[src/rtl/video_pkg.sv]
// Shared definitions for the video frame monitor: CRC constants, the
// one-cycle CRC-16 update, the FSM state type and the frame report record.
package video_pkg;

  localparam logic [15:0] CRC16_POLY   = 16'h1021;
  localparam logic [15:0] CRC16_INIT   = 16'hFFFF;
  // Widest pixel word the CRC helper accepts (3 channels of up to 16 bits).
  localparam int          CRC_MAX_BITS = 48;
  // Width of the geometry fields carried in the report record.
  localparam int          COORD_MAX_W  = 16;

  typedef enum logic {
    MON_IDLE    = 1'b0,
    MON_MEASURE = 1'b1
  } mon_state_e;

  typedef struct packed {
    logic [COORD_MAX_W-1:0] width;
    logic [COORD_MAX_W-1:0] height;
    logic [15:0]            crc;
    logic                   geom_err;
    logic                   overrun;
  } frame_report_t;

  // Fold the low nbits of data into crc, MSB first, polynomial 0x1021,
  // no reflection and no final XOR. nbits is 3*COLSPC at every call site.
  function automatic logic [15:0] crc16_step(input logic [15:0]             crc,
                                             input logic [CRC_MAX_BITS-1:0] data,
                                             input int                      nbits);
    logic [15:0] c;
    logic        fb;
    c  = crc;
    fb = 1'b0;
    for (int i = CRC_MAX_BITS - 1; i >= 0; i--) begin
      if (i < nbits) begin
        fb = c[15] ^ data[i];
        c  = {c[14:0], 1'b0};
        if (fb) begin
          c = c ^ CRC16_POLY;
        end
      end
    end
    return c;
  endfunction

endpackage

[src/rtl/video_frame_monitor_if.sv]
// Pixel stream in and frame report out of the video frame monitor.
// slave = the monitor, master = the video source plus the report consumer.
interface video_frame_monitor_if #(
  parameter int COLSPC   = 10,
  parameter int COORDSPC = 16
);

  logic                video_enable;
  logic                frame_start;
  logic                line_start;
  logic [COLSPC-1:0]   red;
  logic [COLSPC-1:0]   green;
  logic [COLSPC-1:0]   blue;

  logic                res_valid;
  logic                res_ready;
  logic [COORDSPC-1:0] res_width;
  logic [COORDSPC-1:0] res_height;
  logic [15:0]         res_crc;
  logic                res_geom_err;
  logic                res_overrun;

  modport master (
    output video_enable, frame_start, line_start, red, green, blue, res_ready,
    input  res_valid, res_width, res_height, res_crc, res_geom_err, res_overrun
  );

  modport slave (
    input  video_enable, frame_start, line_start, red, green, blue, res_ready,
    output res_valid, res_width, res_height, res_crc, res_geom_err, res_overrun
  );

endinterface

[src/rtl/video_crc16_acc.sv]
// Running CRC-16 over a pixel stream. clr reseeds to 0xFFFF; when clr and en
// coincide the current pixel is folded into the fresh seed.
module video_crc16_acc
  import video_pkg::*;
#(
  parameter int PIX_W = 30
) (
  input  logic             clk,
  input  logic             rst_n,
  input  logic             clr,
  input  logic             en,
  input  logic [PIX_W-1:0] data,
  output logic [15:0]      crc
);

  logic [15:0] crc_q;
  logic [15:0] crc_d;
  logic [15:0] seed;

  // Next CRC: pick the seed, then optionally fold in this cycle's pixel.
  always_comb begin
    seed  = clr ? CRC16_INIT : crc_q;
    crc_d = en ? crc16_step(seed, CRC_MAX_BITS'(data), PIX_W) : seed;
  end

  // CRC register.
  always_ff @(posedge clk or negedge rst_n) begin
    if (!rst_n) begin
      crc_q <= CRC16_INIT;
    end else begin
      crc_q <= crc_d;
    end
  end

  assign crc = crc_q;

endmodule

[src/rtl/video_frame_monitor.sv]
// Sink-side frame checker: measures active width/height, CRCs the active
// pixels and reports each completed frame on a valid/ready port.
module video_frame_monitor
  import video_pkg::*;
#(
  parameter int COORDSPC = 16,
  parameter int COLSPC   = 10,
  parameter int H_RES    = 1280,
  parameter int V_RES    = 720
) (
  input  logic                  video_clk_pix,
  input  logic                  video_rst_n,
  video_frame_monitor_if.slave  vif
);

  localparam int                  PIX_W   = 3 * COLSPC;
  localparam logic [COORDSPC-1:0] CNT_MAX = '1;
  localparam logic [COORDSPC-1:0] H_EXP   = COORDSPC'(H_RES);
  localparam logic [COORDSPC-1:0] V_EXP   = COORDSPC'(V_RES);

  function automatic logic [COORDSPC-1:0] sat_inc(input logic [COORDSPC-1:0] v);
    return (v == CNT_MAX) ? v : v + COORDSPC'(1);
  endfunction

  mon_state_e          state_q, state_d;
  logic                fsm_measuring;
  logic                fsm_frame_begin;
  logic                fsm_frame_close;
  logic                fsm_pix_en;

  logic                en_q, en_d;
  logic [COORDSPC-1:0] pix_cnt_q, pix_cnt_d;
  logic [COORDSPC-1:0] line_cnt_q, line_cnt_d;
  logic [COORDSPC-1:0] width_q, width_d;
  logic                geom_q, geom_d;

  logic                line_close;
  logic [COORDSPC-1:0] line_cnt_cl;
  logic [COORDSPC-1:0] width_cl;
  logic                geom_cl;
  logic [COORDSPC-1:0] pix_base;

  logic                valid_q, valid_d;
  logic                drop_q, drop_d;
  frame_report_t       rep_q, rep_d;
  frame_report_t       rep_new;
  logic                xfer;
  logic                load;
  logic                drop;

  logic [15:0]         crc_cur;

  // FSM state register.
  always_ff @(posedge video_clk_pix or negedge video_rst_n) begin
    if (!video_rst_n) begin
      state_q <= MON_IDLE;
    end else begin
      state_q <= state_d;
    end
  end

  // FSM next state: wait for the first frame_start, then measure forever.
  always_comb begin
    state_d = state_q;
    case (state_q)
      MON_IDLE:    if (vif.frame_start) state_d = MON_MEASURE;
      MON_MEASURE: state_d = MON_MEASURE;
      default:     state_d = MON_IDLE;
    endcase
  end

  // FSM outputs: frame_start always opens a frame, but only closes one (and
  // produces a report) when a frame was actually being measured.
  always_comb begin
    fsm_measuring   = (state_q == MON_MEASURE);
    fsm_frame_begin = vif.frame_start;
    fsm_frame_close = fsm_measuring && vif.frame_start;
    fsm_pix_en      = vif.video_enable && (fsm_measuring || vif.frame_start);
  end

  // Geometry accumulators. The "_cl" values are the current frame's totals
  // after any line that closes this cycle; they feed both the running
  // counters and the report formed at frame close.
  always_comb begin
    line_close  = fsm_measuring && en_q && (!vif.video_enable || vif.frame_start);
    line_cnt_cl = line_close ? sat_inc(line_cnt_q) : line_cnt_q;
    width_cl    = (line_close && (line_cnt_q == '0)) ? pix_cnt_q : width_q;
    geom_cl     = geom_q | (line_close && (pix_cnt_q != H_EXP));
    // line_start restarts the pixel count without closing the line.
    pix_base    = (line_close || vif.line_start) ? '0 : pix_cnt_q;

    pix_cnt_d  = pix_cnt_q;
    line_cnt_d = line_cnt_q;
    width_d    = width_q;
    geom_d     = geom_q;
    if (fsm_frame_begin) begin
      // A pixel on the frame_start cycle already belongs to the new frame.
      pix_cnt_d  = vif.video_enable ? COORDSPC'(1) : '0;
      line_cnt_d = '0;
      width_d    = '0;
      geom_d     = 1'b0;
    end else if (fsm_measuring) begin
      pix_cnt_d  = vif.video_enable ? sat_inc(pix_base) : pix_base;
      line_cnt_d = line_cnt_cl;
      width_d    = width_cl;
      geom_d     = geom_cl;
    end

    en_d = (fsm_measuring || fsm_frame_begin) ? vif.video_enable : 1'b0;
  end

  // Report slot with single-entry valid/ready. A close that finds the slot
  // occupied and not draining is dropped; the drop flag is handed to the next
  // report that loads, which then carries overrun=1.
  always_comb begin
    rep_new.width    = COORD_MAX_W'(width_cl);
    rep_new.height   = COORD_MAX_W'(line_cnt_cl);
    rep_new.crc      = crc_cur;
    rep_new.geom_err = geom_cl | (line_cnt_cl != V_EXP);
    rep_new.overrun  = drop_q;

    xfer    = valid_q && vif.res_ready;
    load    = fsm_frame_close && (!valid_q || xfer);
    drop    = fsm_frame_close && valid_q && !vif.res_ready;

    rep_d   = load ? rep_new : rep_q;
    valid_d = load || (valid_q && !xfer);
    drop_d  = drop || (drop_q && !load);
  end

  // Datapath and report registers.
  always_ff @(posedge video_clk_pix or negedge video_rst_n) begin
    if (!video_rst_n) begin
      en_q       <= 1'b0;
      pix_cnt_q  <= '0;
      line_cnt_q <= '0;
      width_q    <= '0;
      geom_q     <= 1'b0;
      valid_q    <= 1'b0;
      drop_q     <= 1'b0;
      rep_q      <= '0;
    end else begin
      en_q       <= en_d;
      pix_cnt_q  <= pix_cnt_d;
      line_cnt_q <= line_cnt_d;
      width_q    <= width_d;
      geom_q     <= geom_d;
      valid_q    <= valid_d;
      drop_q     <= drop_d;
      rep_q      <= rep_d;
    end
  end

  video_crc16_acc #(
    .PIX_W (PIX_W)
  ) u_crc (
    .clk   (video_clk_pix),
    .rst_n (video_rst_n),
    .clr   (fsm_frame_begin),
    .en    (fsm_pix_en),
    .data  ({vif.red, vif.green, vif.blue}),
    .crc   (crc_cur)
  );

  assign vif.res_valid    = valid_q;
  assign vif.res_width    = rep_q.width[COORDSPC-1:0];
  assign vif.res_height   = rep_q.height[COORDSPC-1:0];
  assign vif.res_crc      = rep_q.crc;
  assign vif.res_geom_err = rep_q.geom_err;
  assign vif.res_overrun  = rep_q.overrun;

endmodule

[src/flat_wrapper.sv]
// flat-port wrapper written by rule: the top's interface ports become plain ports
module video_frame_monitor_flat import video_pkg::*;
#(
  parameter int COORDSPC = 16,
  parameter int COLSPC   = 10,
  parameter int H_RES    = 1280,
  parameter int V_RES    = 720
)
  (video_clk_pix, video_rst_n, vif_video_enable, vif_frame_start, vif_line_start, vif_red, vif_green, vif_blue, vif_res_ready, vif_res_valid, vif_res_width, vif_res_height, vif_res_crc, vif_res_geom_err, vif_res_overrun);
  video_frame_monitor_if #(.COLSPC(COLSPC), .COORDSPC(COORDSPC)) vif_i ();
  input  logic video_clk_pix;
  input  logic video_rst_n;
  input wire logic [$bits(vif_i.video_enable)-1:0] vif_video_enable;
  input wire logic [$bits(vif_i.frame_start)-1:0] vif_frame_start;
  input wire logic [$bits(vif_i.line_start)-1:0] vif_line_start;
  input wire logic [$bits(vif_i.red)-1:0] vif_red;
  input wire logic [$bits(vif_i.green)-1:0] vif_green;
  input wire logic [$bits(vif_i.blue)-1:0] vif_blue;
  input wire logic [$bits(vif_i.res_ready)-1:0] vif_res_ready;
  output wire logic [$bits(vif_i.res_valid)-1:0] vif_res_valid;
  output wire logic [$bits(vif_i.res_width)-1:0] vif_res_width;
  output wire logic [$bits(vif_i.res_height)-1:0] vif_res_height;
  output wire logic [$bits(vif_i.res_crc)-1:0] vif_res_crc;
  output wire logic [$bits(vif_i.res_geom_err)-1:0] vif_res_geom_err;
  output wire logic [$bits(vif_i.res_overrun)-1:0] vif_res_overrun;
  assign vif_i.video_enable = vif_video_enable;
  assign vif_i.frame_start = vif_frame_start;
  assign vif_i.line_start = vif_line_start;
  assign vif_i.red = vif_red;
  assign vif_i.green = vif_green;
  assign vif_i.blue = vif_blue;
  assign vif_i.res_ready = vif_res_ready;
  assign vif_res_valid = vif_i.res_valid;
  assign vif_res_width = vif_i.res_width;
  assign vif_res_height = vif_i.res_height;
  assign vif_res_crc = vif_i.res_crc;
  assign vif_res_geom_err = vif_i.res_geom_err;
  assign vif_res_overrun = vif_i.res_overrun;
  video_frame_monitor #(.COORDSPC(COORDSPC), .COLSPC(COLSPC), .H_RES(H_RES), .V_RES(V_RES)) u_core (.video_clk_pix(video_clk_pix), .video_rst_n(video_rst_n), .vif(vif_i));
endmodule
[config.mk]
export PLATFORM = sky130hd
export DESIGN_NAME = video_frame_monitor_flat
export DESIGN_NICKNAME = d
export VERILOG_FILES = /design/src/rtl/video_pkg.sv /design/src/rtl/video_frame_monitor_if.sv /design/src/rtl/video_crc16_acc.sv /design/src/rtl/video_frame_monitor.sv /design/src/flat_wrapper.sv
export SDC_FILE = /design/constraint.sdc
export NUM_CORES = 1
export LEC_CHECK = 0
export ABC_AREA = 1
export BUFFER_PORTS_ARGS = -buffer_cell sky130_fd_sc_hd__buf_4
export CAP_MARGIN = 20
export CORE_ASPECT_RATIO = 1.1
export CORE_MARGIN = 2
export CORE_UTILIZATION = 59
export CTS_CLUSTER_DIAMETER = 50
export CTS_CLUSTER_SIZE = 30
export DETAILED_ROUTE_END_ITERATION = 6
export GPL_TIMING_DRIVEN = 0
export PLACE_DENSITY = 0.89
export SYNTH_ARGS = -nofsm -noshare
export SYNTH_HDL_FRONTEND = slang
export SYNTH_SLANG_ARGS = --single-unit
[constraint.sdc]
create_clock -name video_clk_pix -period 2.4 [get_ports video_clk_pix]
set_input_delay 0.12 -clock video_clk_pix [delete_from_list [all_inputs] [get_ports video_clk_pix]]
set_output_delay 0.12 -clock video_clk_pix [all_outputs]
set_load 0.02 [all_outputs]
Word-level counts from Yosys, hierarchy flattened. Cells that the tools add are included.

Add/subtract/negate cells: 2. $mul: 0. Div/mod/pow operators: 0. Magnitude comparators: 0. Eq/ne operators: 4. Shifts and indexed selects: 0. Mux-type cells: 50. Bitwise gates (word level): 63. Reduce and logical (&&, ||, !) cells: 25.

Operators by type and width (number): two-way mux 13 bit (30); two-way mux 16 bit (14); inverter 3 bit (30); adder 16 x 1 -> 16 bit, second input constant (2); == test 16 bit, second input constant (2); XOR 1 bit (30); zero test 16 bit (1); inequality test 16 x 10 -> 1 bit, second input constant (1); inequality test 16 x 11 -> 1 bit, second input constant (1); logical AND 1 bit (12); logical OR 1 bit (6); zero test 1 bit (5); two-way mux 1 bit (5); OR 1 bit (2); one-hot mux 1 bit (2 select lines) (1); nonzero test 2 bit (1); inverter 1 bit (1).

Register bits: 119. Bits in latches: 0. Memory bits (writable): 0. Bits in read-only memories: 0. Output and inout port bits: 51. Word-level logic and storage cells: 158. Memories kept: 0.

Depth between registers and ports, before layout. Gate-level depths: netlist of the first run.

Word-level depth: 62. Gate-level depth with buffers: 23. Mapped depth without buffers: 22.

Modules after synthesis. Synthesis of the first run repeated with hierarchy kept, for this count alone.

Cells, all modules: 1124. Area, all modules: 7657.3 um^2.

By module, submodules not included: video_frame_monitor (instances 1, cells each 703, area an instance 5305.1 um^2, sequential area each 2577.5 um^2); video_crc16_acc (instances 1, cells each 421, area an instance 2352.3 um^2, sequential area each 420.4 um^2).

Worst setup path before layout of the first run. Ideal clock, no wire load.

Path kind: register to register. Start point: register u_core.state_q (netlist: u_core.fsm_measuring). End point: register u_core.pix_cnt_q[4]. Setup time: 141 ps. Data arrival time: 2055 ps. Data required time: 2259 ps. Path slack: 204 ps. Stages on the path, launching flop included: 13. Path buffers: 1. Path through: dfrtp_1 -> nand3_2 -> nand2_1 -> buf_2 -> nor2_1 -> ha_1 -> nand3_1 -> nor4_2 -> nand2_1 -> nand2_1 -> nor2_1 -> xor2_1 -> o22ai_1.

Longest elaborated chain between the ends: 9.

Ends and longest elaborated chain: from (decl) (line video_frame_monitor.sv:25) `mon_state_e state_q, state_d;`; from (signal assigned) (line video_frame_monitor.sv:58) `state_q <= state_d;`; logical AND 1 bit (2 in series) (line video_frame_monitor.sv:85) `line_close = fsm_measuring && en_q && (!vif.video_enable || vif.frame_start);`; logical OR 1 bit (line video_frame_monitor.sv:90) `pix_base = (line_close || vif.line_start) ? '0 : pix_cnt_q;`; two-way mux 16 bit (line video_frame_monitor.sv:90); adder 16 x 1 -> 16 bit / == test 16 bit (equally long branches) (line video_frame_monitor.sv:22) `return (v == CNT_MAX) ? v : v + COORDSPC'(1);`; two-way mux 16 bit (line video_frame_monitor.sv:22); two-way mux 16 bit (line video_frame_monitor.sv:103) `pix_cnt_d = vif.video_enable ? sat_inc(pix_base) : pix_base;`; two-way mux 16 bit (line video_frame_monitor.sv:102) `end else if (fsm_measuring) begin`; two-way mux 16 bit (line video_frame_monitor.sv:96) `if (fsm_frame_begin) begin`; to (signal assigned) (line video_frame_monitor.sv:144) `pix_cnt_q <= pix_cnt_d;`; to (decl) (line video_frame_monitor.sv:32) `logic [COORDSPC-1:0] pix_cnt_q, pix_cnt_d;`.

Several ways; a longest one is shown, not always the timed one. The select of a mux whose other input is x is not followed. A chain may end at the register's enable or synchronous reset.

Final worst setup path of the first run.
Start point: register u_core.line_cnt_q[1]. End point: register u_core.rep_q (netlist bit u_core.vif.res_geom_err).

Longest elaborated chain between the ends: 5.

Ends and longest elaborated chain: from (decl) (line video_frame_monitor.sv:33) `logic [COORDSPC-1:0] line_cnt_q, line_cnt_d;`; from (signal assigned) (line video_frame_monitor.sv:145) `line_cnt_q <= line_cnt_d;`; adder 16 x 1 -> 16 bit / == test 16 bit (equally long branches) (line video_frame_monitor.sv:22); two-way mux 16 bit (line video_frame_monitor.sv:22); two-way mux 16 bit (*) (line video_frame_monitor.sv:86) `line_cnt_cl = line_close ? sat_inc(line_cnt_q) : line_cnt_q;`; inequality test 16 x 10 -> 1 bit (*) (line video_frame_monitor.sv:119) `rep_new.geom_err = geom_cl | (line_cnt_cl != V_EXP);`; OR 1 bit (*) (line video_frame_monitor.sv:119); to (signal assigned) (line video_frame_monitor.sv:150) `rep_q <= rep_d;`; to (decl) (line video_frame_monitor.sv:45) `frame_report_t rep_q, rep_d;`.

Mark *: on every way between the ends. The rest lies on a longest branch, timed or not.

==> results of run 1 <==
[layout make-up]
class / count / area (µm²) / share of cell area (%)
Sequential cell: 119 / 3000 / 31.5
Tap cell: 154 / 193 / 2.02
Inverter: 123 / 464 / 4.87
Multi-Input combinational cell: 732 / 4250 / 44.5
Timing Repair Buffer: 124 / 957 / 10.0
Clock inverter: 15 / 121 / 1.27
Buffer: 27 / 128 / 1.34
Clock buffer: 17 / 425 / 4.46
[worst paths after layout]
check / from / end / slack [ns] / cells after the start
max reg2reg: u_core.line_cnt_q[1]$_DFFE_PN0N_ / u_core.vif.res_geom_err$_DFFE_PN0P_ / -0.06 / 15
min: vif_res_ready / u_core.vif.res_valid$_DFF_PN0_ / 0.03 / 4
min reg2reg: u_core.vif.res_crc[8]$_DFFE_PN0P_ / u_core.vif.res_crc[8]$_DFFE_PN0P_ / 0.49 / 2
max in group asynchronous: video_rst_n / u_core.u_crc.crc[11]$_DFF_PN1_ / 1.52 / 3
max: u_core.line_cnt_q[1]$_DFFE_PN0N_ / u_core.vif.res_geom_err$_DFFE_PN0P_ / -0.06 / 15
min in group asynchronous: video_rst_n / u_core.vif.res_height[7]$_DFFE_PN0P_ / 0.14 / 2
[layer usage]
| metal | GRT usage, % | wire length (µm) | vias to the layer above |
|---|---|---|---|
| met5 | 0 | 0 | - |
| met4 | 15.4 | 1560 | 0 |
| met3 | 5.76 | 1520 | 148 |
| met2 | 54.9 | 11500 | 455 |
| met1 | 36.9 | 8130 | 3574 |
| li1 | - | - | 3453 |
[what timing repair did]
item,in CTS,in global routing
gates cloned,0,0
endpoints found under the setup margin,26,43
hold buffers,1,0
hold endpoints to repair,47,0
pin swaps,9,52
gates resized for setup,25,143
setup buffers,7,30
[worst max-delay path, stage by stage (launching register included)]
cell                      delay [ns]
sky130_fd_sc_hd__dfrtp_1        0.42
sky130_fd_sc_hd__ha_4           0.16
sky130_fd_sc_hd__nand3_2        0.09
sky130_fd_sc_hd__nor2_2         0.13
sky130_fd_sc_hd__nand3_2        0.14
sky130_fd_sc_hd__nor2_2         0.15
sky130_fd_sc_hd__nand2_1        0.10
sky130_fd_sc_hd__nand2_4        0.15
sky130_fd_sc_hd__inv_1          0.10
sky130_fd_sc_hd__nand2_2        0.12
sky130_fd_sc_hd__xor2_2         0.25
sky130_fd_sc_hd__nand4_1        0.18
sky130_fd_sc_hd__nor2_1         0.14
sky130_fd_sc_hd__nand3_1        0.10
sky130_fd_sc_hd__nand2_1        0.08
sky130_fd_sc_hd__inv_1          0.04
[state kept, by name, indices dropped and copies added, names as in the netlist, 16 cells and up]
register and flops:
u_core.vif.res_height 16, u_core.vif.res_width 16, u_core.pix_cnt_q 16, u_core.line_cnt_q 16
u_core.u_crc.crc 16, u_core.width_q 16, u_core.vif.res_crc 16
[cells by family (layout without fill, tap and decap cells)]
kind of cell | after synthesis | count (layout) | synth area share, %
compound gates | 107 | 107 | 7.99
simple gates | 579 | 579 | 35.9
xor+xnor | 43 | 43 | 5.58
fa+ha+maj | 3 | 3 | 0.524
flops | 119 | 119 | 41.9
buf+inv | 150 | 306 | 8.09
[stage by stage]
| step | worst slack [ns] | util (%) | total power [mW] |
|---|---|---|---|
| floorplan | 0.204 | - | 6.01 |
| global placement | -0.360 | 67.0 | 7.05 |
| detailed placement | -0.388 | 67.2 | 7.19 |
| CTS | 0.000224 | 73.3 | 9.66 |
| global route | -0.196 | 79.9 | 11.8 |
| finish | -0.0618 | 79.9 | 11.2 |
[layout by cell type (no fill, tap or decap), types with 18 or more instances in the layout]
cell,count
sky130_fd_sc_hd__buf_4,122
sky130_fd_sc_hd__clkbuf_1,18
sky130_fd_sc_hd__dfrtp_1,102
sky130_fd_sc_hd__inv_1,112
sky130_fd_sc_hd__nand2_1,278
sky130_fd_sc_hd__nand2_2,57
sky130_fd_sc_hd__nand2_4,35
sky130_fd_sc_hd__nand3_1,56
sky130_fd_sc_hd__nor2_1,71
sky130_fd_sc_hd__o21ai_0,79
sky130_fd_sc_hd__xor2_1,23
[power groups by stage]
stage          registers (mW)  logic [mW]  clock network (mW)
2_1_floorplan            2.89        3.12                   0
3_3_place_gp             2.72        4.32                   0
3_5_place_dp             2.74        4.45                   0
4_1_cts                  2.71        4.63                2.32
5_1_grt                  2.76        6.60                2.43
6_report                 2.73        6.17                2.33
==> results.ini, run 1 <==
[placement]
gpl.final_weighted_congestion = 0.951
post-place-cells = 1241
dp_hpwl_um = 14200
placement.cell_area_um2 = 8020
buffer_ports.inserted = 85

[yosys]
synth_fp_nets = 1040
synth-seq-area-share_pct = 41.9
synth_common_cells = sky130_fd_sc_hd__nand2_1, sky130_fd_sc_hd__inv_1, sky130_fd_sc_hd__dfrtp_1
netlist_instances = 1001
postSynth.asyncResetShare_pct = 100
synth.most_common_cell = sky130_fd_sc_hd__nand2_1
synth_top_area_share_pct = 36.0
most_frequently_used_flop_master_after_synthesis = sky130_fd_sc_hd__dfrtp_1
synth_area_per_cell_um2 = 7.15
syn-cell-area_um2 = 7160
synth.distinct_cells = 38
ys.warnings.count = 0
synth.area.top_cells = sky130_fd_sc_hd__dfrtp_1, sky130_fd_sc_hd__nand2_1, sky130_fd_sc_hd__inv_1
synth_enable_flop_cells = 0
postSynthRegisterBits = 119
synth.largest_area_cell = sky130_fd_sc_hd__dfrtp_1

[routing]
postRouteAntennaNets = 0
drt-vias-per-instance = 5.82
remaining_routing_drc_violations = 0
detail_route.wl_per_cell_um = 17.4
routed_wirelength_um = 22800
detailed_route_iter0_violations = 738
dr_total_vias = 7630
detail_route.first_pass.iterations = 7

[sta]
setup_viol = 4
timing.final.crit_period_ns = 2.46
setup_tns_final_ns = -0.0761
hold_viol_final = 0
slew_headroom_pct = 59.7
final_worst_setup_slack_ns = -0.0618
rsz_0062_raised_after_global_routing = yes
timing_worst_slew_pin_value_ns = 0.604
final.period_utilization_pct = 103
worst_setup_skew_after_layout_ns = 0.00896
timing_max_transition_violations_final = 0
max_clock_freq_ghz = 0.406
timing.hold.ws_ns = 0.0278

[power]
swShare_pct = 46.0
share_of_total_power_in_the_clock_network_pct = 20.8
seqPwrFrac_pct = 24.3
total_switching_power_mw = 5.17
power.leakage_nw = 4.80
max-vdd-ir-drop_v = 0.00115
powerDensity_nw_per_um2 = 1180
comb_power_share_pct = 54.9
power.internal_mw = 6.06

[critical_path]
crit_path_max_fanout = 8
crit_arrival_ns = 2.78
required_worst_endpoint_ns = 2.72
start_kind = flop
capturing_element_type_of_the_critical_path = flop
timing.setup.critical_path_class = flop to flop

[clock_tree]
cts_num_sinks = 119
cts-buffers-inserted = 17
cts.path.max_buffers = 2
insertion_delay_ns = 0.42
cts_root_buf = sky130_fd_sc_hd__clkbuf_16
clock_tree_from_tritoncts = done
clk_transition_reported_paths_ns = 0.06
htreeDepth = 4

[floorplanning]
dieWidth_um = 109
core_area_um2 = 11900
floorplan.initialDensity_pct = 60.0
top_level_port_count = 87
design.die.area_um2 = 13000
chipHeight_um = 120
fp-row-count = 42

[final_layout]
final-instance-count-excl-fill = 1311
antenna_cells_inserted = 0
drive_gt1_share_pct = 30.3
n_fill_cell = 777
area.growth.synth_to_final_pct = 33.2
final_net_count = 1183
final_area_um2 = 9530

[job]
maxCapViolCount = 0

[global_routing]
track_usage_pct = 31.5
grt_overflow = 0
grt_pass1_wl_um = 32200
grt_antenna_before_repair = 0
grt_pass1_vias = 6873
grt_start_max_net_pins = 89

[outcome]
outcome = complete, but fails checks
violated_checks = setup timing

[hold_path]
timing.hold.worst.class = primary input to flop

Power figures use the tool's default switching activity.
==> run 2: changes to the inputs <==
--- a/config.mk
+++ b/config.mk
@@ -6,16 +6,16 @@
 export NUM_CORES = 1
 export LEC_CHECK = 0
 export ABC_AREA = 1
+export ABC_CLOCK_PERIOD_IN_PS = 2400
 export BUFFER_PORTS_ARGS = -buffer_cell sky130_fd_sc_hd__buf_4
 export CAP_MARGIN = 20
 export CORE_ASPECT_RATIO = 1.1
-export CORE_MARGIN = 2
-export CORE_UTILIZATION = 59
+export CORE_UTILIZATION = 55
 export CTS_CLUSTER_DIAMETER = 50
 export CTS_CLUSTER_SIZE = 30
 export DETAILED_ROUTE_END_ITERATION = 6
 export GPL_TIMING_DRIVEN = 0
-export PLACE_DENSITY = 0.89
+export PLACE_DENSITY = 0.84
 export SYNTH_ARGS = -nofsm -noshare
 export SYNTH_HDL_FRONTEND = slang
 export SYNTH_SLANG_ARGS = --single-unit
==> run 2 against run 1 <==
  * Critical path type unchanged
  * Power decreased by 5.7%
  * Flip-flop and latch count unchanged
  * Worst setup slack improved by 0.098 ns
  * Sequential share of layout area increased by 0.79 points
  * Critical endpoint unchanged
  * The run now ends clean
  * Routed wire length decreased by 13%
  * Global-route usage decreased by 2.3 points
  * Largest cell class unchanged
  * Fmax increased by 4.1%
==> results.ini, run 2 (synthesized netlist as in run 1, its figures left out) <==
[final_layout]
final-instance-count-excl-fill = 1300
final_net_count = 1169
antenna_cells_inserted = 0
drive_gt1_share_pct = 27.5
layout_common_cells = sky130_fd_sc_hd__nand2_1, sky130_fd_sc_hd__inv_1, sky130_fd_sc_hd__buf_4
area.growth.synth_to_final_pct = 29.9
final_area_um2 = 9300
n_fill_cell = 941
fin_util_pct = 73.6
final_common_cell = sky130_fd_sc_hd__nand2_1

[routing]
remaining_routing_drc_violations = 0
detail_route.first_pass.iterations = 5
postRouteAntennaNets = 0
detail_route.wl_per_cell_um = 15.3
detailed_route_iter0_violations = 479
routed_wirelength_um = 19900
dr_total_vias = 7082
drt-vias-per-instance = 5.45

[clock_tree]
clock_tree_from_tritoncts = done
insertion_delay_ns = 0.41
cts_num_sinks = 119
cts.path.max_buffers = 2
cts-buffers-inserted = 17
htreeDepth = 4
cts_root_buf = sky130_fd_sc_hd__clkbuf_16
clk_transition_reported_paths_ns = 0.05

[power]
finalPower_mw = 10.6
seqPwrFrac_pct = 25.7
power.leakage_nw = 4.70
swShare_pct = 43.7
power.internal_mw = 5.97
powerDensity_nw_per_um2 = 1140
comb_power_share_pct = 52.9
total_switching_power_mw = 4.63
max-vdd-ir-drop_v = 0.000764
share_of_total_power_in_the_clock_network_pct = 21.4

[sta]
timing_max_transition_violations_final = 0
timing.final.crit_period_ns = 2.36
max_clock_freq_ghz = 0.423
rsz_0062_raised_after_global_routing = yes
worst_setup_skew_after_layout_ns = 0.00598
hold_viol_final = 0
timing_worst_slew_pin_value_ns = 0.556
setup_viol = 0
final_worst_setup_slack_ns = 0.0360
final.period_utilization_pct = 98.5
timing.hold.ws_ns = 0.0887
setup_tns_final_ns = 0
slew_headroom_pct = 63.0

[job]
maxCapViolCount = 0

[global_routing]
grt_pass1_wl_um = 31200
grt_antenna_before_repair = 0
grt_pass1_vias = 6705
grt_start_max_net_pins = 91
track_usage_pct = 29.3
grt_overflow = 0

[floorplanning]
design.die.area_um2 = 13500
fp-row-count = 43
dieWidth_um = 111
floorplan.initialDensity_pct = 56.6
core_area_um2 = 12600
chipHeight_um = 122
top_level_port_count = 87

[hold_path]
timing.hold.worst.class = primary input to flop
worst_hold_startpoint = vif_frame_start
worstHoldPathCells = 4

[placement]
placement.cell_area_um2 = 8020
dp_hpwl_um = 14100
post-place-cells = 1244
worst_setup_timing_slack_at_the_placement_stage_ns = -0.359
buffer_ports.inserted = 85
gpl.final_weighted_congestion = 0.916

[critical_path]
required_worst_endpoint_ns = 2.71
crit_path_max_fanout = 8
critical_path.reg2reg.startpoint = u_core.line_cnt_q[0]$_DFFE_PN0N_
worstRegToRegCells = 15
crit_start = u_core.line_cnt_q[0]$_DFFE_PN0N_
start_kind = flop
timing.setup.critical_path_class = flop to flop
capturing_element_type_of_the_critical_path = flop
crit_arrival_ns = 2.67

[outcome]
outcome = finished, final reports clean

-- run 2: cell count changes in the layout (fill, tap and decap cells not counted), sizes merged --
cell	previous run	this run
buf	129	114
clkbuf	38	49
clkinv	8	3
clkinvlp	2	1
dlygate4sd3	1	2
inv	128	123
-- run 2: timing repair --
action | CTS | global route
setup buffers | 6 | 16
endpoints found under the setup margin | 22 | 50
hold buffers | 2 | 0
pin swaps | 9 | 35
resized for setup | 23 | 116
hold endpoints to repair | 109 | 0
-- run 2: final cells by class --
cell class | count | area, µm² | share of cell area, %
plain buffers | 27 | 126 | 1.36
clock buffers | 28 | 507 | 5.45
clock inverters | 4 | 22.5 | 0.242
inverters | 123 | 464 | 4.99
multi-input cells | 732 | 4110 | 44.2
flip-flops and latches | 119 | 3000 | 32.2
well taps | 157 | 196 | 2.11
repair buffers | 110 | 875 | 9.40
-- run 2: power by group through the flow --
stage	Combinational [mW]	Clock, mW	Sequential [mW]
floorplan	3.12	0	2.89
global placement	4.33	0	2.73
detailed placement	4.43	0	2.75
CTS	4.70	2.27	2.72
global route	6.15	2.39	2.76
finish	5.61	2.27	2.72
-- run 2: layer usage --
metal  global-route usage (%)  vias up  part of all wire [%]
met5                        0        -                     0
met4                     15.2        0                   4.3
met3                     4.53       66                   5.9
met2                     52.7      267                    52
met1                     34.0     3334                    38
li1                         -     3415                     -
-- run 2: worst max-delay path: stages, from the launching register on --
cell	delay, ns
sky130_fd_sc_hd__dfrtp_2	0.41
sky130_fd_sc_hd__ha_2	0.21
sky130_fd_sc_hd__nand3_1	0.11
sky130_fd_sc_hd__nor2_2	0.12
sky130_fd_sc_hd__nand3_2	0.12
sky130_fd_sc_hd__nor2_2	0.12
sky130_fd_sc_hd__nand2_1	0.10
sky130_fd_sc_hd__nand2_4	0.15
sky130_fd_sc_hd__inv_1	0.09
sky130_fd_sc_hd__nand2_2	0.11
sky130_fd_sc_hd__nor2_1	0.06
sky130_fd_sc_hd__xor2_1	0.19
sky130_fd_sc_hd__nor3b_2	0.24
sky130_fd_sc_hd__nand3_1	0.11
sky130_fd_sc_hd__nand2_1	0.07
sky130_fd_sc_hd__inv_1	0.04
-- run 2: worst paths after layout --
| kind | endpoint | slack [ns] |
|---|---|---|
| worst max-delay path | u_core.vif.res_geom_err$_DFFE_PN0P_ | 0.04 |
| worst min-delay path | u_core.line_cnt_q[13]$_DFFE_PN0N_ | 0.09 |
| worst max register to register | u_core.vif.res_geom_err$_DFFE_PN0P_ | 0.04 |
| worst min register to register | u_core.vif.res_crc[11]$_DFFE_PN0P_ | 0.48 |
| max in group asynchronous | u_core.u_crc.crc[5]$_DFF_PN1_ | 1.51 |
| min in group asynchronous | u_core.vif.res_height[0]$_DFFE_PN0P_ | 0.15 |
